--- src/rtl/esaxi_tx_arbiter.sv ---
// rtl/esaxi_tx_arbiter.sv - two-source burst round-robin arbiter feeding one registered tx slot
module esaxi_tx_arbiter #(
   parameter int PW        = 104,
   parameter int MAX_BURST = 4
) (
   input  logic          s_axi_aclk,
   input  logic          s_axi_aresetn,
   input  logic          wr_access,
   input  logic [PW-1:0] wr_packet,
   output logic          wr_wait,
   input  logic          rd_access,
   input  logic [PW-1:0] rd_packet,
   output logic          rd_wait,
   output logic          tx_access,
   output logic [PW-1:0] tx_packet,
   input  logic          tx_wait,
   output logic [15:0]   stat_wr_cnt,
   output logic [15:0]   stat_rd_cnt
);

   typedef enum logic [1:0] {IDLE, WR_OWN, RD_OWN} state_t;
   typedef enum logic [1:0] {G_NONE, G_WR, G_RD} grant_t;

   localparam logic [3:0] MAX_B = 4'(MAX_BURST);

   state_t     state, state_nxt;
   grant_t     grant;
   logic [3:0] burst_cnt, burst_nxt;
   logic       last_rd, last_rd_nxt;
   logic       slot_free, wr_xfer, rd_xfer;

   assign slot_free = !tx_access || !tx_wait;

   always_comb begin
      grant       = G_NONE;
      state_nxt   = state;
      burst_nxt   = burst_cnt;
      last_rd_nxt = last_rd;
      wr_xfer     = 1'b0;
      rd_xfer     = 1'b0;

      // A saturated owner facing a waiting peer yields with a dead cycle (grant NONE).
      case (state)
         IDLE: begin
            if (wr_access && rd_access) grant = last_rd ? G_WR : G_RD;
            else if (wr_access)         grant = G_WR;
            else if (rd_access)         grant = G_RD;
         end
         WR_OWN:  grant = (wr_access && rd_access && burst_cnt == MAX_B) ? G_NONE : G_WR;
         RD_OWN:  grant = (rd_access && wr_access && burst_cnt == MAX_B) ? G_NONE : G_RD;
         default: grant = G_NONE;
      endcase

      wr_xfer = s_axi_aresetn && wr_access && (grant == G_WR) && slot_free;
      rd_xfer = s_axi_aresetn && rd_access && (grant == G_RD) && slot_free;

      case (state)
         IDLE: begin
            if (wr_xfer) begin
               state_nxt   = WR_OWN;
               burst_nxt   = 4'd1;
               last_rd_nxt = 1'b0;
            end else if (rd_xfer) begin
               state_nxt   = RD_OWN;
               burst_nxt   = 4'd1;
               last_rd_nxt = 1'b1;
            end
         end
         WR_OWN: begin
            if (!wr_access) begin
               state_nxt = IDLE;
            end else if (grant == G_NONE) begin
               state_nxt   = RD_OWN;
               burst_nxt   = 4'd0;
               last_rd_nxt = 1'b1;
            end else if (wr_xfer && burst_cnt != MAX_B) begin
               burst_nxt = burst_cnt + 4'd1;
            end
         end
         RD_OWN: begin
            if (!rd_access) begin
               state_nxt = IDLE;
            end else if (grant == G_NONE) begin
               state_nxt   = WR_OWN;
               burst_nxt   = 4'd0;
               last_rd_nxt = 1'b0;
            end else if (rd_xfer && burst_cnt != MAX_B) begin
               burst_nxt = burst_cnt + 4'd1;
            end
         end
         default: state_nxt = IDLE;
      endcase
   end

   // Reset gating keeps both sources stalled while the slot is forced empty.
   assign wr_wait = !(s_axi_aresetn && (grant == G_WR) && slot_free);
   assign rd_wait = !(s_axi_aresetn && (grant == G_RD) && slot_free);

   always_ff @(posedge s_axi_aclk or negedge s_axi_aresetn) begin
      if (!s_axi_aresetn) begin
         state     <= IDLE;
         burst_cnt <= 4'd0;
         last_rd   <= 1'b1;
      end else begin
         state     <= state_nxt;
         burst_cnt <= burst_nxt;
         last_rd   <= last_rd_nxt;
      end
   end

   always_ff @(posedge s_axi_aclk or negedge s_axi_aresetn) begin
      if (!s_axi_aresetn) begin
         tx_access   <= 1'b0;
         tx_packet   <= '0;
         stat_wr_cnt <= 16'd0;
         stat_rd_cnt <= 16'd0;
      end else begin
         if (wr_xfer) begin
            tx_access   <= 1'b1;
            tx_packet   <= wr_packet;
            stat_wr_cnt <= stat_wr_cnt + 16'd1;
         end else if (rd_xfer) begin
            tx_access   <= 1'b1;
            tx_packet   <= rd_packet;
            stat_rd_cnt <= stat_rd_cnt + 16'd1;
         end else if (slot_free) begin
            tx_access   <= 1'b0;
         end
      end
   end

endmodule

--- config.mk ---
export PLATFORM = sky130hd
export DESIGN_NAME = esaxi_tx_arbiter
export DESIGN_NICKNAME = d
export VERILOG_FILES = /design/src/rtl/esaxi_tx_arbiter.sv
export SDC_FILE = /design/constraint.sdc
export NUM_CORES = 1
export LEC_CHECK = 0
export ABC_AREA = 1
export CAP_MARGIN = 0
export CELL_PAD_IN_SITES_DETAIL_PLACEMENT = 0
export CELL_PAD_IN_SITES_GLOBAL_PLACEMENT = 1
export CORE_MARGIN = 2
export CORE_UTILIZATION = 30
export DETAILED_ROUTE_END_ITERATION = 10
export GPL_ROUTABILITY_DRIVEN = 1
export PLACE_DENSITY = 0.83
export SLEW_MARGIN = 20
export SYNTH_ARGS = -nofsm -noshare
export SYNTH_HDL_FRONTEND = slang
export SYNTH_SLANG_ARGS = --single-unit
--- constraint.sdc ---
create_clock -name s_axi_aclk -period 2.9 [get_ports s_axi_aclk]
set_input_delay 0.435 -clock s_axi_aclk [delete_from_list [all_inputs] [get_ports s_axi_aclk]]
set_output_delay 0.435 -clock s_axi_aclk [all_outputs]
set_load 0.03 [all_outputs]
## Word level (Yosys, flattened, before mapping)

Cells that the tools add are included.
Widths: inputs -> output; s select.

| operators by class | value |
|---|---|
| add/sub/neg operators | 3 |
| mux-type cells | 35 |
| bitwise logic cells | 1 |
| equal/unequal tests | 15 |
| reduce and logical (&&, ||, !) cells | 28 |

Operator list:

| cell | count |
|---|---|
| $mux 104 | 2 |
| $add 16x1->16 const B | 2 |
| $mux 4 | 8 |
| $mux 2 | 11 |
| $ne 3x3->1 const B | 5 |
| $logic_and 1x1->1 | 14 |
| $pmux 2 s3 | 2 |
| $pmux 4 s3 | 1 |
| $reduce_and 6->1 | 2 |
| $mux 1 | 10 |
| $ne 2x2->1 const B | 4 |
| $reduce_bool 3->1 | 2 |
| $add 4x1->4 const B | 1 |
| $eq 2x1->1 const B | 2 |
| $eq 2x2->1 const B | 2 |
| $eq 4x3->1 const B | 1 |
| $logic_not 1->1 | 4 |
| $logic_not 2->1 | 2 |
| $ne 4x3->1 const B | 1 |
| $pmux 1 s3 | 1 |
| $reduce_and 3->1 | 1 |
| $reduce_and 2->1 | 1 |
| $reduce_bool 2->1 | 1 |
| $logic_or 1x1->1 | 1 |
| $not 1->1 | 1 |

| word-level totals | value |
|---|---|
| word-level logic and storage cells | 89 |
| flip-flop bits (word level) | 144 |
| output and inout bits | 139 |
| input port bits | 213 |

## Logic depth before layout (Yosys ltp)

Gate-level depths: netlist of the first run.

| depth | value |
|---|---|
| depth after elaboration | 12 |
| mapped depth | 16 |
| mapped depth without buffers | 16 |

## Least setup slack after synthesis of the first run

Ideal clock, no wire load.

| path | value |
|---|---|
| path kind | register to register |
| start | reg burst_cnt[0] |
| end | reg stat_rd_cnt[12] |
| data required time | 2.767 ns |
| arrival time | 1.738 ns |
| cell stages (with the launch flop) | 14 |
| path slack | 1.028 ns |
| path through | dfrtp_1 > inv_1 > ha_1 > nand2_1 > nor2_1 > nand2_1 > nand2_1 > nand3_2 > nor2_4 > nand2_4 > buf_4 > nor2_2 > nand4_1 > xnor2_1 |

| between the ends | value |
|---|---|
| word-level cells in the longest chain between the ends | 9 |
| elaborated cells on any way between the ends | 13 |
| classes of those cells | eq/ne (3); mux (3); bitwise (1); reduce/logical (6) |

RTL lines:

| item | line | source |
|---|---|---|
| start, declared | 28 | `logic [3:0] burst_cnt, burst_nxt;` |
| start signal, assigned | 106 | `burst_cnt <= burst_nxt;` |
| $eq 4x3->1 (*) | 49, 50 |  |
| $logic_and 1x1->1 (*) | 49, 50 |  |
| $mux 1 or $mux 2 (tied branches) | 49, 50 |  |
| $pmux 2 s3 (*) | 43 | `case (state)` |
| $eq 2x1->1 | 54 | `wr_xfer = s_axi_aresetn && wr_access && (grant == G_WR) && slot_free;` |
| $logic_and 1x1->1 (2 in a row) | 54 |  |
| $not 1->1 (no source line) | -- |  |
| $reduce_and 2->1 (no source line) (*) | -- |  |
| end signal, assigned | 125 | `stat_rd_cnt <= stat_rd_cnt + 16'd1;` |
| end, declared | 18 | `output logic [15:0] stat_rd_cnt` |

Every way passes the cells marked *; elsewhere a longest branch is shown, timed or not.
A chain may end at the register's enable or synchronous reset.

## Worst setup path after layout of the first run

| path | value |
|---|---|
| start | reg burst_cnt[0] |
| end | out wr_wait |

| between the ends | value |
|---|---|
| word-level cells in the longest chain between the ends | 8 |
| elaborated cells on any way between the ends | 9 |
| classes of those cells | eq/ne (2); mux (3); reduce/logical (4) |

RTL lines:

| item | line | source |
|---|---|---|
| $eq 4x3->1 (*) | 49, 50 |  |
| $logic_and 1x1->1 (*) | 49, 50 |  |
| $mux 1 or $mux 2 (tied branches) | 49, 50 |  |
| $pmux 2 s3 (*) | 43 |  |
| $eq 2x1->1 (*) | 96 | `assign wr_wait = !(s_axi_aresetn && (grant == G_WR) && slot_free);` |
| $logic_and 1x1->1 (*) (2 in a row) | 96 |  |
| $logic_not 1->1 (*) | 96 |  |
| end, declared | 10 | `output logic wr_wait,` |

Marked as above.

==> impl_metrics.ini, run 1 <==
[grt]
grt_pass1_wl_um = 37100
grt_antenna_before_repair = 0
grt_usage_pct = 19.4
grt_pass1_vias = 6964
grt_overflow = 0
grt_max_degree = 145

[pwr]
pwr-share-comb_pct = 51.0
power.share.clock_pct = 19.4
p_switching_w = 0.00492
p_per_area_nw_per_um2 = 1010
intPower_w = 0.00648
switching_share_pct = 43.1
peakVddDrop_v = 0.000474
p_leak_nw = 4.70
seq_power_share_pct = 29.6

[floorplan]
fp-row-count = 55
initial_core_util_pct = 30.6
core_region_area_sq_um = 22600
ios = 352
dieHeight_um = 156
die_w_um = 156
die-area_sq_um = 24400

[cts]
cts-root-buf = clkbuf_16
h-tree-depth = 4
cts-hold-fix-buffers = 0
clk_pin_slew_worst_paths_ps = 70
clock_latency_ps = 420
cts.sinks = 144
cts_setup_buffers = 0
cts_made_buffers = 17
cts.path.max_buffers = 2
cts_tree = yes

[worst_setup_path]
worst_ep_arrival_time_ps = 2210
path_delay_family = simple AND/OR/NAND/NOR gates
critPathKind = reg -> out
cp.required_ps = 2470
cpPeakStageDelay_ps = 430
crit_path_start_kind = flop
cp-end-kind = output pin
cp.buffers_inverters = 3
path_cells = inv_1 > ha_1 > nand2_1 > nor2_1 > nand2_1 > nand2_1 > nand2_1 > nand2_1 > nor2_1 > inv_1 > dlygate4sd2_1
slowest_stage = dfrtp_1
cpMostUsedCell = nand2_1
path_max_fanout = 5

[timing]
tightest_slew_ps = 840
fin_crit_ps = 2640
finalHoldViolations = 0
fmax_mhz = 378
fin_setup_tns_ps = 0
final-setup-viol-count = 0
finalClockSkew_ps = 14.6
timing.hold.ws_ps = 137
period_share_pct = 91.2
slew_viol_final = 0
rsz0062_at_grt = no
max_slew_margin_pct = 44.0

[cells_and_area]
syn_to_final_growth_pct = 63.3
multi_input_area_sq_um = 2960
drive_gt1_share_pct = 5.01
final_cells = 1482
nNetsFinal = 1405
nFillCells = 2186
diodes = 0
fin_util_pct = 50.0
seq_area_sq_um = 3600

[synthesis]
synth_cells = 848
synthDistinctLibCells = 31
ys_seq_area_share_pct = 52.0
synth-edff-count = 0
synthFlopType = dfrtp_1
syn_area_per_cell_sq_um = 8.18
syn-cell-area_sq_um = 6940
synth-seq-cells = 144
yosysTopAreaCell = dfrtp_1
yosysTopAreaCellShare_pct = 51.6
yosysWarnings = 0
synth_most_common_cell = nand2_1
synthTopCellsByArea = dfrtp_1 (52%), nand2_1 (10%), o21ai_0 (8.0%), a21oi_1 (7.6%), nor2_1 (6.7%)
synth_commonest_cells = nand2_1 (190), dfrtp_1 (143), nor2_1 (124), o21ai_0 (111), a21oi_1 (106)
synthArstFlopShare_pct = 100
syn_nets = 1069

[routing]
wl_um = 24400
post_drt_wl_per_cell_um = 16.4
vias = 7041
postRouteAntennaNets = 0
drcViolationCount = 0
drt_pre_antenna_iters = 4
drtIter0Drc = 400
vias_per_cell = 4.75

[placement]
hpwlAfterDp_um = 17400
dp_cells = 1450
finalWeightedCongestion = 0.840
port_buffers = 351

[worst_hold_path]
hold_path.class = in -> async

[run_status]
status = complete, no violations

[run]
maxCapViolations = 0
[final cells by class]
| type | instances | area share (%) |
|---|---|---|
| well taps | 285 | 3.15 |
| flip-flops and latches | 144 | 31.8 |
| clock buffers | 18 | 3.88 |
| repair buffers | 364 | 32.6 |
| clock inverters | 14 | 1.27 |
| multi-input cells | 622 | 26.1 |
| inverters | 35 | 1.17 |
[flip-flops by register name, indices dropped and copies added (netlist names)]
register / count
stat_wr_cnt: 16
burst_cnt: 4
tx_access: 1
state: 2
last_rd: 1
stat_rd_cnt: 16
tx_packet: 104
[through the flow]
stage	setup WS, ps	area, sq um	total power (W)
floorplan	1030	6940	0.00666
detailed placement	256	10700	0.00928
CTS	231	11300	0.0115
global placement	253	10700	0.00920
global route	77.0	11300	0.0121
finish	255	11300	0.0114
[worst paths after layout]
path                               start  slack, ps              to  cells after the start
setup reg to reg            burst_cnt[0]        440  tx_packet[103]                     11
hold reg to reg            tx_packet[28]        510   tx_packet[28]                      2
max in group asynchronous  s_axi_aresetn       2120   tx_packet[69]                      2
hold / removal             s_axi_aresetn        140   tx_packet[16]                      2
min in group s_axi_aclk    tx_packet[28]        510   tx_packet[28]                      2
setup / recovery            burst_cnt[0]        260         wr_wait                     11
[power groups by stage]
stage               combinational (W)  clock [W]  sequential, W
floorplan                     0.00169          0        0.00497
global placement              0.00581          0        0.00338
detailed placement            0.00587          0        0.00341
CTS                           0.00587    0.00227        0.00339
global route                  0.00627    0.00236        0.00348
finish                        0.00581    0.00221        0.00338
[worst reg2reg max path, delay by kind of cell (launching register included)]
kind	cells	cell delay, ps
AO/OA/AOI/OAI	3	640
adder cells (fa/ha/maj)	1	140
AND/OR/NAND/NOR	5	580
buffers and inverters	2	600
flip-flops	1	430
[layout by cell type (no fill, tap or decap), types with 2 or more instances in the layout]
| cell | count |
|---|---|
| a21oi_1 | 106 |
| buf_4 | 6 |
| inv_1 | 34 |
| dlygate4sd2_1 | 2 |
| clkinvlp_4 | 3 |
| clkbuf_16 | 17 |
| nand2_1 | 190 |
| o21ai_1 | 3 |
| inv_6 | 6 |
| xor2_1 | 18 |
| buf_12 | 7 |
| xnor2_1 | 11 |
| inv_8 | 3 |
| ha_1 | 8 |
| clkdlybuf4s50_1 | 348 |
| o21ai_0 | 111 |
| nand2_4 | 2 |
| nor4_1 | 3 |
| nand3_1 | 22 |
| clkinv_2 | 2 |
| nor3_1 | 4 |
| nand4_1 | 6 |
| nand3b_1 | 2 |
| dfrtp_1 | 143 |
| nor2_2 | 5 |
| nor2_1 | 124 |
[layer usage]
layer  part of all wire (%)  global-route usage, %
met5                      0                      0
met4                    1.4                   4.50
met3                    8.6                   6.83
met2                     49                   33.2
met1                     41                   23.4
[repair_timing]
item / in CTS / in global routing
setup endpoints to repair: 2 / 0
endpoints found under the hold margin: 0 / 0
gates resized for setup: 2 / 0
[kinds of logic (layout without fill, tap and decap cells)]
group | after synthesis | after routing | synth area share, %
compound gates | 221 | 221 | 16.0
flops | 144 | 144 | 52.0
buf+inv | 82 | 431 | 5.63
xor+xnor | 29 | 29 | 3.66
simple gates | 364 | 364 | 21.3
fa+ha+maj | 8 | 8 | 1.44
No activity file was read; power rests on OpenSTA's default activity.
==> run 2, diff against run 1 <==
--- a/config.mk
+++ b/config.mk
@@ -13,6 +13,7 @@
 export CORE_UTILIZATION = 30
 export DETAILED_ROUTE_END_ITERATION = 10
 export GPL_ROUTABILITY_DRIVEN = 1
+export HOLD_SLACK_MARGIN = 0.02
 export PLACE_DENSITY = 0.83
 export SLEW_MARGIN = 20
 export SYNTH_ARGS = -nofsm -noshare
==> results of run 2 <==
Same layout as run 1: the final DEF is identical, and so are final timing and power.
==> run 3, diff against run 2 <==
--- a/config.mk
+++ b/config.mk
@@ -13,7 +13,7 @@
 export CORE_UTILIZATION = 30
 export DETAILED_ROUTE_END_ITERATION = 10
 export GPL_ROUTABILITY_DRIVEN = 1
-export HOLD_SLACK_MARGIN = 0.02
+export HOLD_SLACK_MARGIN = 0.08
 export PLACE_DENSITY = 0.83
 export SLEW_MARGIN = 20
 export SYNTH_ARGS = -nofsm -noshare
==> results of run 3 <==
Same layout as run 1: the final DEF is identical, and so are final timing and power.
